--- src/rtl/serial_pattern_gen.sv ---
// Bit-serial pattern transmitter: shifts a PAT_W-bit pattern out MSB first, repeated repeat_cnt times.
// Optional build macro PATGEN_LOAD_EN adds a pat_in port that is latched on start and replaces PATTERN.
module serial_pattern_gen #(
  parameter int                 PAT_W   = 4,
  parameter logic [PAT_W-1:0]   PATTERN = 4'b1010,
  parameter int                 CNT_W   = 8
) (
  input  logic             clk,
  input  logic             reset_n,
  input  logic             start,
  input  logic [CNT_W-1:0] repeat_cnt,
  input  logic             abort,
`ifdef PATGEN_LOAD_EN
  input  logic [PAT_W-1:0] pat_in,
`endif
  output logic             w,
  output logic             w_valid,
  output logic             busy,
  output logic             done
);

  localparam int               IDX_W    = (PAT_W > 2) ? $clog2(PAT_W) : 1;
  localparam logic [IDX_W-1:0] LAST_IDX = IDX_W'(PAT_W - 1);

  typedef enum logic [1:0] {
    IDLE  = 2'd0,
    SHIFT = 2'd1,
    DONE  = 2'd2
  } state_t;

  state_t             r_state;
  logic [IDX_W-1:0]   r_bit_idx;
  logic [CNT_W-1:0]   r_rep;
  logic [PAT_W-1:0]   r_pat;
  logic               r_w;
  logic               r_w_valid;
  logic               r_busy;
  logic               r_done;

  state_t             w_state_nxt;
  logic [IDX_W-1:0]   w_idx_nxt;
  logic [CNT_W-1:0]   w_rep_nxt;
  logic               w_pat_ld;
  logic [PAT_W-1:0]   w_pat_src;
  logic               w_w_nxt;
  logic               w_valid_nxt;
  logic               w_busy_nxt;
  logic               w_done_nxt;

`ifdef PATGEN_LOAD_EN
  assign w_pat_src = pat_in;
`else
  assign w_pat_src = PATTERN;
`endif

  // Outputs are computed for the cycle after the edge, so every output is a plain flop.
  always_comb begin
    w_state_nxt = r_state;
    w_idx_nxt   = r_bit_idx;
    w_rep_nxt   = r_rep;
    w_pat_ld    = 1'b0;
    w_w_nxt     = 1'b0;
    w_valid_nxt = 1'b0;
    w_busy_nxt  = 1'b0;
    w_done_nxt  = 1'b0;
    case (r_state)
      IDLE: begin
        if (start && !abort) begin
          w_pat_ld = 1'b1;
          if (repeat_cnt == '0) begin
            w_state_nxt = DONE;
            w_idx_nxt   = '0;
            w_rep_nxt   = '0;
            w_busy_nxt  = 1'b1;
            w_done_nxt  = 1'b1;
          end else begin
            w_state_nxt = SHIFT;
            w_idx_nxt   = LAST_IDX;
            w_rep_nxt   = repeat_cnt;
            w_w_nxt     = w_pat_src[LAST_IDX];
            w_valid_nxt = 1'b1;
            w_busy_nxt  = 1'b1;
          end
        end
      end
      SHIFT: begin
        if (abort) begin
          w_state_nxt = IDLE;
          w_idx_nxt   = '0;
          w_rep_nxt   = '0;
        end else if (r_bit_idx == '0 && r_rep == CNT_W'(1)) begin
          w_state_nxt = DONE;
          w_idx_nxt   = '0;
          w_rep_nxt   = '0;
          w_busy_nxt  = 1'b1;
          w_done_nxt  = 1'b1;
        end else if (r_bit_idx == '0) begin
          w_idx_nxt   = LAST_IDX;
          w_rep_nxt   = r_rep - CNT_W'(1);
          w_w_nxt     = r_pat[LAST_IDX];
          w_valid_nxt = 1'b1;
          w_busy_nxt  = 1'b1;
        end else begin
          w_idx_nxt   = r_bit_idx - IDX_W'(1);
          w_w_nxt     = r_pat[w_idx_nxt];
          w_valid_nxt = 1'b1;
          w_busy_nxt  = 1'b1;
        end
      end
      DONE: begin
        // Completion has already happened; abort here has nothing left to cancel.
        w_state_nxt = IDLE;
      end
      default: begin
        w_state_nxt = IDLE;
        w_idx_nxt   = '0;
        w_rep_nxt   = '0;
      end
    endcase
  end

  always_ff @(posedge clk or negedge reset_n) begin
    if (!reset_n) begin
      r_state   <= IDLE;
      r_bit_idx <= '0;
      r_rep     <= '0;
      r_w       <= 1'b0;
      r_w_valid <= 1'b0;
      r_busy    <= 1'b0;
      r_done    <= 1'b0;
    end else begin
      r_state   <= w_state_nxt;
      r_bit_idx <= w_idx_nxt;
      r_rep     <= w_rep_nxt;
      r_w       <= w_w_nxt;
      r_w_valid <= w_valid_nxt;
      r_busy    <= w_busy_nxt;
      r_done    <= w_done_nxt;
    end
  end

  // Pattern holding register is pure data and only ever read after a load.
  always_ff @(posedge clk) begin
    if (w_pat_ld) begin
      r_pat <= w_pat_src;
    end
  end

  assign w       = r_w;
  assign w_valid = r_w_valid;
  assign busy    = r_busy;
  assign done    = r_done;

endmodule

--- config.mk ---
export PLATFORM = sky130hd
export DESIGN_NAME = serial_pattern_gen
export DESIGN_NICKNAME = d
export VERILOG_FILES = /design/src/rtl/serial_pattern_gen.sv
export SDC_FILE = /design/constraint.sdc
export NUM_CORES = 1
export LEC_CHECK = 0
export CAP_MARGIN = 5
export CORE_MARGIN = 2
export CORE_UTILIZATION = 50
export CTS_CLUSTER_SIZE = 10
export DETAILED_ROUTE_END_ITERATION = 7
export PLACE_DENSITY = 0.86
export SLEW_MARGIN = 20
export SYNTH_ARGS = -nofsm -noshare
export SYNTH_HDL_FRONTEND = slang
export SYNTH_SLANG_ARGS = --single-unit
--- constraint.sdc ---
create_clock -name clk -period 3.4 [get_ports clk]
set_input_delay 0.34 -clock clk [delete_from_list [all_inputs] [get_ports clk]]
set_output_delay 0.34 -clock clk [all_outputs]
set_load 0.01 [all_outputs]
==> results of run 1 <==
-- worst min path at each step --
stage                                   to  slack [ns]  cells past startpoint
floorplan                   busy$_DFF_PN0_        0.04                      0
detailed placement    r_rep[1]$_DFFE_PN0P_        0.50                      2
finish              r_state[1]$_DFFE_PN0P_        0.46                      1
global placement      r_rep[1]$_DFFE_PN0P_        0.49                      2
global route        r_state[1]$_DFFE_PN0P_        0.51                      1
CTS                 r_state[1]$_DFFE_PN0P_        0.48                      1
-- report_power, final --
| group | internal, mW | switching (mW) |
|---|---|---|
| Combinational | 0.129 | 0.159 |
| Sequential | 0.244 | 0.0752 |
| Clock | 0.0654 | 0.0636 |
-- final cells by class --
| class | count | area [um2] |
|---|---|---|
| Multi-Input combinational cell | 76 | 531 |
| Inverter | 9 | 33.8 |
| Sequential cell | 16 | 400 |
| Tap cell | 27 | 33.8 |
| Clock buffer | 4 | 36.3 |
| Fill cell | 175 | 737 |
| Timing Repair Buffer | 15 | 150 |
-- cells by family (layout without fill, tap and decap cells) --
logic type / after synthesis / after routing
buffers and inverters: 12 / 28
adder cells (fa/ha/maj): 2 / 2
AND/OR/NAND/NOR: 34 / 34
AO/OA/AOI/OAI: 39 / 39
flip-flops: 16 / 16
XOR/XNOR: 1 / 1
-- flip-flops by register name, indices dropped and copies added, names as in the netlist --
register / count
busy: 1
done: 1
r_bit_idx: 2
r_rep: 8
r_state: 2
w: 1
w_valid: 1
-- per-layer routing --
layer,GRT usage,wire [um],vias to the layer above,share of wire
li1,-,-,430,-
met1,0.275,988,440,0.42
met2,0.365,1170,50,0.50
met3,0.0401,168,5,0.071
met4,0.0905,36,0,0.015
met5,0,0,-,0
-- worst register-to-register path: stages (launching register included) --
cell	delay (ns)
dfrtp_1	0.39
inv_1	0.08
ha_1	0.15
nor4b_2	0.47
a31oi_2	0.25
a32o_1	0.30
a22o_1	0.18
-- layout by cell type (no fill, tap or decap), types with 2 or more instances in the layout --
| cell type | synthesis | final |
|---|---|---|
| clkbuf_4 | 0 | 3 |
| a21oi_1 | 6 | 6 |
| a32oi_1 | 3 | 3 |
| ha_1 | 2 | 2 |
| nor2_1 | 5 | 5 |
| nand3_1 | 2 | 2 |
| inv_1 | 9 | 9 |
| a22oi_1 | 2 | 2 |
| nand2_1 | 9 | 9 |
| nor3_1 | 3 | 3 |
| o21ai_0 | 10 | 10 |
| o22ai_1 | 5 | 5 |
| clkdlybuf4s50_1 | 0 | 15 |
| nor3b_1 | 3 | 3 |
| or4_1 | 2 | 2 |
| dfrtp_1 | 16 | 16 |
==> impl_metrics.json, run 1 <==
{
  "cts_tree": "built",
  "stdcell_count": 147,
  "setup_viol": 0,
  "skew_ns": 0.0119,
  "antenna_found_initial": 0,
  "end_kind": "flop",
  "startpoint": "r_rep[1]$_DFFE_PN0P_",
  "cts-root-buf": "clkbuf_4",
  "ys_seq_elements": 16,
  "ir_drop_mv": 0.338,
  "grt_pass1_wl_um": 3980,
  "status": "complete, no violations",
  "crit_type": "reg2reg",
  "cts_buffer_depth": 2,
  "synth_commonest_cells": "16 x dfrtp_1, 10 x o21ai_0, 9 x inv_1, 9 x nand2_1, 6 x a21oi_1",
  "dr.first_iter.drc_count": 39,
  "min_period_ns": 1.91,
  "synthMuxAreaShare": 0,
  "antennaDiodeCount": 0,
  "fp.coreArea_mm2": 0.00192,
  "design_area_mm2": 0.00118,
  "min_path_type": "in2async",
  "routed_wirelength_um": 2360,
  "worstMarginPinSlew_ns": 0.725,
  "dp_cells": 143,
  "clkTransAtPathRegs_ns": 0.10,
  "synth_top_flop_cell": "dfrtp_1",
  "synthesis.area_um2": 998,
  "layout-drive-gt1-share": 0.125,
  "crit_slowest_cell": "nor4b_2",
  "holdBufCountCts": 0,
  "arrival_ns": 2.11,
  "post_cts_buffers": 0,
  "crit_family": "compound AO/OA/AOI/OAI gates",
  "hold-worst-slack_ns": 0.461,
  "synth_nets": 118,
  "grt_pass1_vias": 851,
  "final-hold-violation-count": 0,
  "critPathCapture": "r_rep[3]$_DFFE_PN0P_",
  "synthSimpleGateAreaFrac": 0.214,
  "final_max_slew_viol_count": 0,
  "post-place-ws_ns": 1.35,
  "synth_compound_area_frac": 0.283,
  "fin_nets": 135,
  "avgSynthCellArea_um2": 9.60,
  "worst-path-stages": 6,
  "drv_cap": 0,
  "ctsResizeCount": 0,
  "cts_sinks": 16,
  "place_congestion": 0.892,
  "drt-pass1-iter-count": 4,
  "insertion_delay_ns": 0.30,
  "reg2regPathDepth": 6,
  "powerDensity_mw_per_mm2": 620,
  "synth_edf_count": 0,
  "rr_startpoint": "r_rep[1]$_DFFE_PN0P_",
  "yosysWarnings": 0,
  "critPathMaxStageDelay_ns": 0.47,
  "worst-path-buf-inv": 1,
  "start_kind": "flop",
  "timing.setup.tns_ns": 0,
  "yosysMostFrequentCell": "dfrtp_1",
  "wire_per_inst_um": 16.1,
  "cp_cell_sequence": "inv_1, ha_1, nor4b_2, a31oi_2, a32o_1, a22o_1",
  "via_per_inst": 6.29,
  "numCtsBuffers": 3,
  "route.detailed.drc": 0,
  "rows": 16,
  "leakagePower_nw": 0.462,
  "rsz0062_at_grt": "false",
  "fin_util": 0.617,
  "ys_top_cells_by_area": "dfrtp_1 40%, o21ai_0 5.0%, inv_1 3.4%",
  "synth.largest_area_cell": "dfrtp_1",
  "cp.required_ns": 3.60,
  "place_area_mm2": 0.00115,
  "dieArea_mm2": 0.00237,
  "rr_endpoint": "r_rep[3]$_DFFE_PN0P_",
  "yosys.area_share.xor_xnor": 0.00877,
  "grt_max_degree": 17,
  "ys_seq_area_frac": 0.401,
  "port_buffers": 15,
  "async_flop_share": 1.00,
  "die_h_um": 48.7,
  "vias": 925,
  "power_mw": 0.735,
  "worst_slack_ns": 1.49,
  "detail-route-antenna-nets": 0,
  "die_w_um": 48.7,
  "dp_hpwl_um": 1790,
  "initial_utilization": 0.520,
  "synth.distinct_cells": 39,
  "syn_to_final_growth_pct": 18.7,
  "synthAdderAreaFrac": 0.0251,
  "min_period_over_period": 0.561,
  "grt_use_total": 0.218,
  "worst_slew_margin_rel": 0.515,
  "synth_top_area_frac": 0.401,
  "pin_count": 16,
  "r2r_setup_slack_ns": 1.49,
  "synth_top_family_by_area": "compound AO/OA/AOI/OAI gates",
  "h-tree-depth": 1,
  "max_freq_mhz": 524,
  "path_max_fanout": 5,
  "synth_cells": 104,
  "overflow": 0
}
Note: power is estimated with default switching activity, not from simulation.
==> run 2: changes to the inputs <==
==> constraint.sdc (replaced) <==
create_clock -name clk -period 1.8 [get_ports clk]
set_input_delay 0.18 -clock clk [delete_from_list [all_inputs] [get_ports clk]]
set_output_delay 0.18 -clock clk [all_outputs]
set_load 0.01 [all_outputs]
==> impl_metrics.json, run 2 (same netlist as run 1, synthesis figures left out) <==
{
  "status": "complete, no violations",
  "rsz0062_at_grt": "false",
  "final_common_cell": "dfrtp_1",
  "nFillCells": 159,
  "top_register": "r_rep",
  "grt_pass1_vias": 914,
  "largest_register_ffs": 8,
  "reg2regPathDepth": 7,
  "die_h_um": 48.7,
  "clkTransAtPathRegs_ns": 0.10,
  "final_max_slew_viol_count": 0,
  "place_congestion": 0.986,
  "numCtsBuffers": 3,
  "post-place-ws_ns": -0.0999,
  "dr.first_iter.drc_count": 33,
  "max_freq_mhz": 596,
  "dp_hpwl_um": 2030,
  "grt_use_total": 0.240,
  "min_path_type": "in2async",
  "vias": 973,
  "end_kind": "flop",
  "mostFrequentLayoutCells": "16 x dfrtp_1, 15 x clkdlybuf4s50_1, 15 x buf_4, 10 x o21ai_0",
  "holdBufCountCts": 0,
  "route.detailed.drc": 0,
  "grt_pass1_wl_um": 4290,
  "initial_utilization": 0.520,
  "antennaDiodeCount": 0,
  "drv_cap": 0,
  "leakagePower_nw": 0.539,
  "worst_slew_margin_rel": 0.691,
  "cts-root-buf": "clkbuf_4",
  "h-tree-depth": 1,
  "via_per_inst": 6.01,
  "power_mw": 1.51,
  "ir_drop_mv": 0.768,
  "port_buffers": 15,
  "arrival_ns": 1.86,
  "syn_to_final_growth_pct": 31.7,
  "rows": 16,
  "detail-route-antenna-nets": 0,
  "min_period_ns": 1.68,
  "multi_input_area_um2": 548,
  "routed_wirelength_um": 2570,
  "overflow": 0,
  "start_kind": "flop",
  "post_cts_buffers": 0,
  "crit_type": "reg2reg",
  "drt-pass1-iter-count": 4,
  "min_period_over_period": 0.933,
  "fp.coreArea_mm2": 0.00192,
  "rr_endpoint": "r_rep[3]$_DFFE_PN0P_",
  "ctsResizeCount": 0,
  "cts_buffer_depth": 2,
  "reg_top3": "r_rep x8, r_bit_idx x2, r_state x2",
  "critPathCapture": "r_rep[3]$_DFFE_PN0P_",
  "dieArea_mm2": 0.00237,
  "wire_per_inst_um": 15.8,
  "insertion_delay_ns": 0.29,
  "powerDensity_mw_per_mm2": 1150,
  "cp.required_ns": 1.99,
  "worst_slack_ns": 0.121,
  "startpoint": "r_rep[1]$_DFFE_PN0P_",
  "seqCellArea_um2": 400,
  "fin_nets": 150,
  "skew_ns": 0.00126,
  "setup_viol": 0,
  "die_w_um": 48.7,
  "layout-drive-gt1-share": 0.222,
  "r2r_setup_slack_ns": 0.12,
  "path_max_fanout": 7,
  "rr_startpoint": "r_rep[1]$_DFFE_PN0P_",
  "antenna_found_initial": 0,
  "grt_max_degree": 17,
  "worstMarginPinSlew_ns": 0.462,
  "cts_sinks": 16,
  "cts_tree": "built",
  "final-hold-violation-count": 0,
  "pin_count": 16
}
-- run 2: layout make-up --
type | instances | share of cell area
sequential | 16 | 0.304
tap | 27 | 0.0257
timing repair buffer | 30 | 0.200
inverter | 9 | 0.0257
clock buffer | 4 | 0.0276
multi-input combinational | 76 | 0.417
-- run 2: worst min-delay path by stage --
| stage | startpoint | slack, ns | end |
|---|---|---|---|
| CTS | reset_n | 0.22 | r_state[0]$_DFFE_PN0P_ |
| global placement | r_rep[1]$_DFFE_PN0P_ | 0.49 | r_rep[1]$_DFFE_PN0P_ |
| detailed placement | r_rep[1]$_DFFE_PN0P_ | 0.51 | r_rep[1]$_DFFE_PN0P_ |
| floorplan | reset_n | -0.12 | busy$_DFF_PN0_ |
| global route | reset_n | 0.22 | r_state[1]$_DFFE_PN0P_ |
| finish | reset_n | 0.21 | r_state[1]$_DFFE_PN0P_ |
-- run 2: critical path, cell delays in order, from the launching register on --
cell	delay, ns
dfrtp_1	0.40
inv_1	0.08
ha_1	0.16
nor4b_4	0.18
buf_4	0.18
a31o_2	0.25
o21bai_1	0.09
a22o_1	0.22
-- run 2: stage by stage --
step	setup TNS, ns	cell area, um2	hold WS (ns)	util	cells
after floorplan	0	998	-0.116	-	104
after global placement	-0.0464	1260	0.491	0.656	158
after detailed placement	-0.257	1260	0.512	0.656	158
after CTS	0	1300	0.216	0.675	162
after global routing	0	1320	0.224	0.684	162
final	0	1320	0.207	0.684	162
-- run 2: routing by layer --
| layer | track usage | share of wire | wire [um] | up-vias |
|---|---|---|---|---|
| met2 | 0.400 | 0.52 | 1330 | 45 |
| met4 | 0.110 | 0.011 | 27 | 0 |
| met1 | 0.301 | 0.40 | 1030 | 463 |
| met5 | 0 | 0 | 0 | - |
| li1 | - | - | - | 461 |
| met3 | 0.0463 | 0.070 | 180 | 4 |
-- run 2: where the power goes --
part,internal (mW),switching [mW],total [mW],leakage (nW)
registers,0.460,0.142,0.602,0.204
logic,0.319,0.350,0.669,0.315
clock network,0.123,0.118,0.242,0.0210
total,0.903,0.610,1.51,0.539
==> run 3: changes to the inputs <==
--- a/config.mk
+++ b/config.mk
@@ -10,7 +10,7 @@
 export CORE_UTILIZATION = 50
 export CTS_CLUSTER_SIZE = 10
 export DETAILED_ROUTE_END_ITERATION = 7
-export PLACE_DENSITY = 0.86
+export PLACE_DENSITY_LB_ADDON = 0.3
 export SLEW_MARGIN = 20
 export SYNTH_ARGS = -nofsm -noshare
 export SYNTH_HDL_FRONTEND = slang
==> constraint.sdc (replaced) <==
create_clock -name clk -period 1.6 [get_ports clk]
set_input_delay 0.16 -clock clk [delete_from_list [all_inputs] [get_ports clk]]
set_output_delay 0.16 -clock clk [all_outputs]
set_load 0.01 [all_outputs]
==> impl_metrics.json, run 3 (same netlist as run 1, synthesis figures left out) <==
{
  "status": "complete, but fails checks",
  "violations": "setup timing",
  "detail-route-antenna-nets": 0,
  "syn_to_final_growth_pct": 52.5,
  "end_kind": "flop",
  "dp_hpwl_um": 2170,
  "critPathMaxStageDelay_ns": 0.40,
  "skew_ns": 0.0112,
  "post-place-ws_ns": -0.313,
  "fin_nets": 171,
  "arrival_ns": 1.87,
  "rsz0062_at_grt": "true",
  "fin_util": 0.792,
  "pwr-share-comb": 0.559,
  "wire_per_inst_um": 19.2,
  "dr.first_iter.drc_count": 75,
  "antennaDiodeCount": 0,
  "cts_buffer_depth": 2,
  "die_w_um": 48.7,
  "setup_viol": 2,
  "cp_cell_sequence": "inv_2, ha_4, nor4b_4, buf_4, a31oi_4, a32o_1, a22o_1",
  "power_frac_clock": 0.113,
  "worst-path-stages": 7,
  "grt_max_degree": 17,
  "p_switching_mw": 0.836,
  "max_freq_mhz": 597,
  "worstMarginPinSlew_ns": 0.349,
  "numCtsBuffers": 3,
  "overflow": 0,
  "layout-drive-gt1-share": 0.394,
  "fp.coreArea_mm2": 0.00192,
  "cts_sinks": 16,
  "worst_slew_margin_rel": 0.766,
  "cp.required_ns": 1.79,
  "insertion_delay_ns": 0.31,
  "via_per_inst": 6.12,
  "p_int_mw": 1.16,
  "seqCellArea_um2": 400,
  "drt-pass1-iter-count": 4,
  "crit_type": "reg2reg",
  "min_path_type": "in2async",
  "nFillCells": 118,
  "multi_input_area_um2": 604,
  "antenna_found_initial": 0,
  "route.detailed.drc": 0,
  "reg_top3": "r_rep x8, r_bit_idx x2, r_state x2",
  "initial_utilization": 0.520,
  "rr_endpoint": "r_rep[3]$_DFFE_PN0P_",
  "top_register": "r_rep",
  "worst_slack_ns": -0.0750,
  "routed_wirelength_um": 3500,
  "path_max_fanout": 5,
  "vias": 1113,
  "grt_use_total": 0.275,
  "crit_family": "compound AO/OA/AOI/OAI gates",
  "cts_tree": "built",
  "design_area_mm2": 0.00152,
  "dieArea_mm2": 0.00237,
  "r2r_setup_slack_ns": -0.08,
  "switching_share": 0.418,
  "place_congestion": 0.895,
  "reg2regPathDepth": 7,
  "crit_slowest_cell": "dfrtp_1",
  "cts-root-buf": "clkbuf_4",
  "drv_cap": 0,
  "final-hold-violation-count": 0,
  "holdBufCountCts": 0,
  "start_kind": "flop",
  "pin_count": 16,
  "rows": 16,
  "mostFrequentLayoutCells": "34 x buf_4, 16 x dfrtp_1, 15 x clkdlybuf4s50_1, 8 x inv_1, 7 x nand2_1",
  "grt_pass1_vias": 1091,
  "final_common_cell": "buf_4",
  "leakagePower_nw": 0.645,
  "clkTransAtPathRegs_ns": 0.10,
  "place_area_mm2": 0.00138,
  "min_period_over_period": 1.05,
  "power_frac_seq": 0.328,
  "final_max_slew_viol_count": 0,
  "h-tree-depth": 1,
  "min_period_ns": 1.68,
  "die_h_um": 48.7,
  "grt_pass1_wl_um": 4990,
  "port_buffers": 15,
  "ir_drop_mv": 0.885,
  "worst-path-buf-inv": 2,
  "largest_register_ffs": 8,
  "powerDensity_mw_per_mm2": 1310,
  "rr_startpoint": "r_rep[1]$_DFFE_PN0P_"
}
run 3: cell types whose count changed in the layout (fill, tap and decap cells not counted), sizes merged:
| cell | change |
|---|---|
| clkbuf | -1 |
| buf | +21 |
run 3: worst register-to-register path: cells and delay by family, from the launching register on:
family | cells | cell delay, ns
buffers and inverters | 2 | 0.27
and+or+nand+nor | 1 | 0.18
AOI/OAI and AO/OA | 3 | 0.61
adders and majority gates | 1 | 0.12
DFF | 1 | 0.40
run 3: power by group through the flow:
stage / sequential, mW / combinational (mW) / clock [mW]
5_1_grt: 0.664 / 1.21 / 0.245
3_5_place_dp: 0.642 / 0.907 / 0
4_1_cts: 0.640 / 0.963 / 0.211
3_3_place_gp: 0.638 / 0.868 / 0
6_report: 0.655 / 1.12 / 0.226
2_1_floorplan: 0.651 / 0.475 / 0
run 3: timing repair:
| action | 4_1_cts | 5_1_grt |
|---|---|---|
| pin swaps | 3 | 10 |
| setup endpoints to repair | 4 | 11 |
| setup buffers | 3 | 5 |
| resized for setup | 8 | 14 |
run 3: layout make-up:
| cell class | count | area share |
|---|---|---|
| clock buffer | 3 | 0.0148 |
| inverter | 9 | 0.0222 |
| sequential | 16 | 0.263 |
| multi-input combinational | 76 | 0.397 |
| timing repair buffer | 51 | 0.281 |
| tap | 27 | 0.0222 |
run 3: how the worst max path moves through the flow:
stage,start,endpoint
after detailed placement,repeat_cnt[2],r_state[1]$_DFFE_PN0P_
after global routing,r_rep[1]$_DFFE_PN0P_,r_rep[3]$_DFFE_PN0P_
after global placement,repeat_cnt[2],r_bit_idx[1]$_DFFE_PN0P_
final,r_rep[1]$_DFFE_PN0P_,r_rep[3]$_DFFE_PN0P_
after floorplan,r_state[1]$_DFFE_PN0P_,r_rep[3]$_DFFE_PN0P_
after CTS,r_rep[0]$_DFFE_PN0P_,r_rep[7]$_DFFE_PN0P_
run 3: metrics by stage:
| stage | hold WS, ns | TNS, ns | instances | total power, mW |
|---|---|---|---|---|
| 2_1_floorplan | -0.136 | 0 | 104 | 1.13 |
| 3_3_place_gp | 0.499 | -1.86 | 173 | 1.51 |
| 3_5_place_dp | 0.524 | -2.63 | 173 | 1.55 |
| 4_1_cts | 0.221 | -0.0748 | 179 | 1.81 |
| 5_1_grt | 0.195 | -0.437 | 182 | 2.12 |
| 6_report | 0.166 | -0.0888 | 182 | 2.00 |
run 3: per-layer routing:
metal / vias up / wire, um / GRT usage
met3: 11 / 326 / 0.0556
met5: - / 0 / 0
met4: 0 / 75 / 0.114
li1: 495 / - / -
met2: 67 / 1820 / 0.454
met1: 540 / 1280 / 0.350
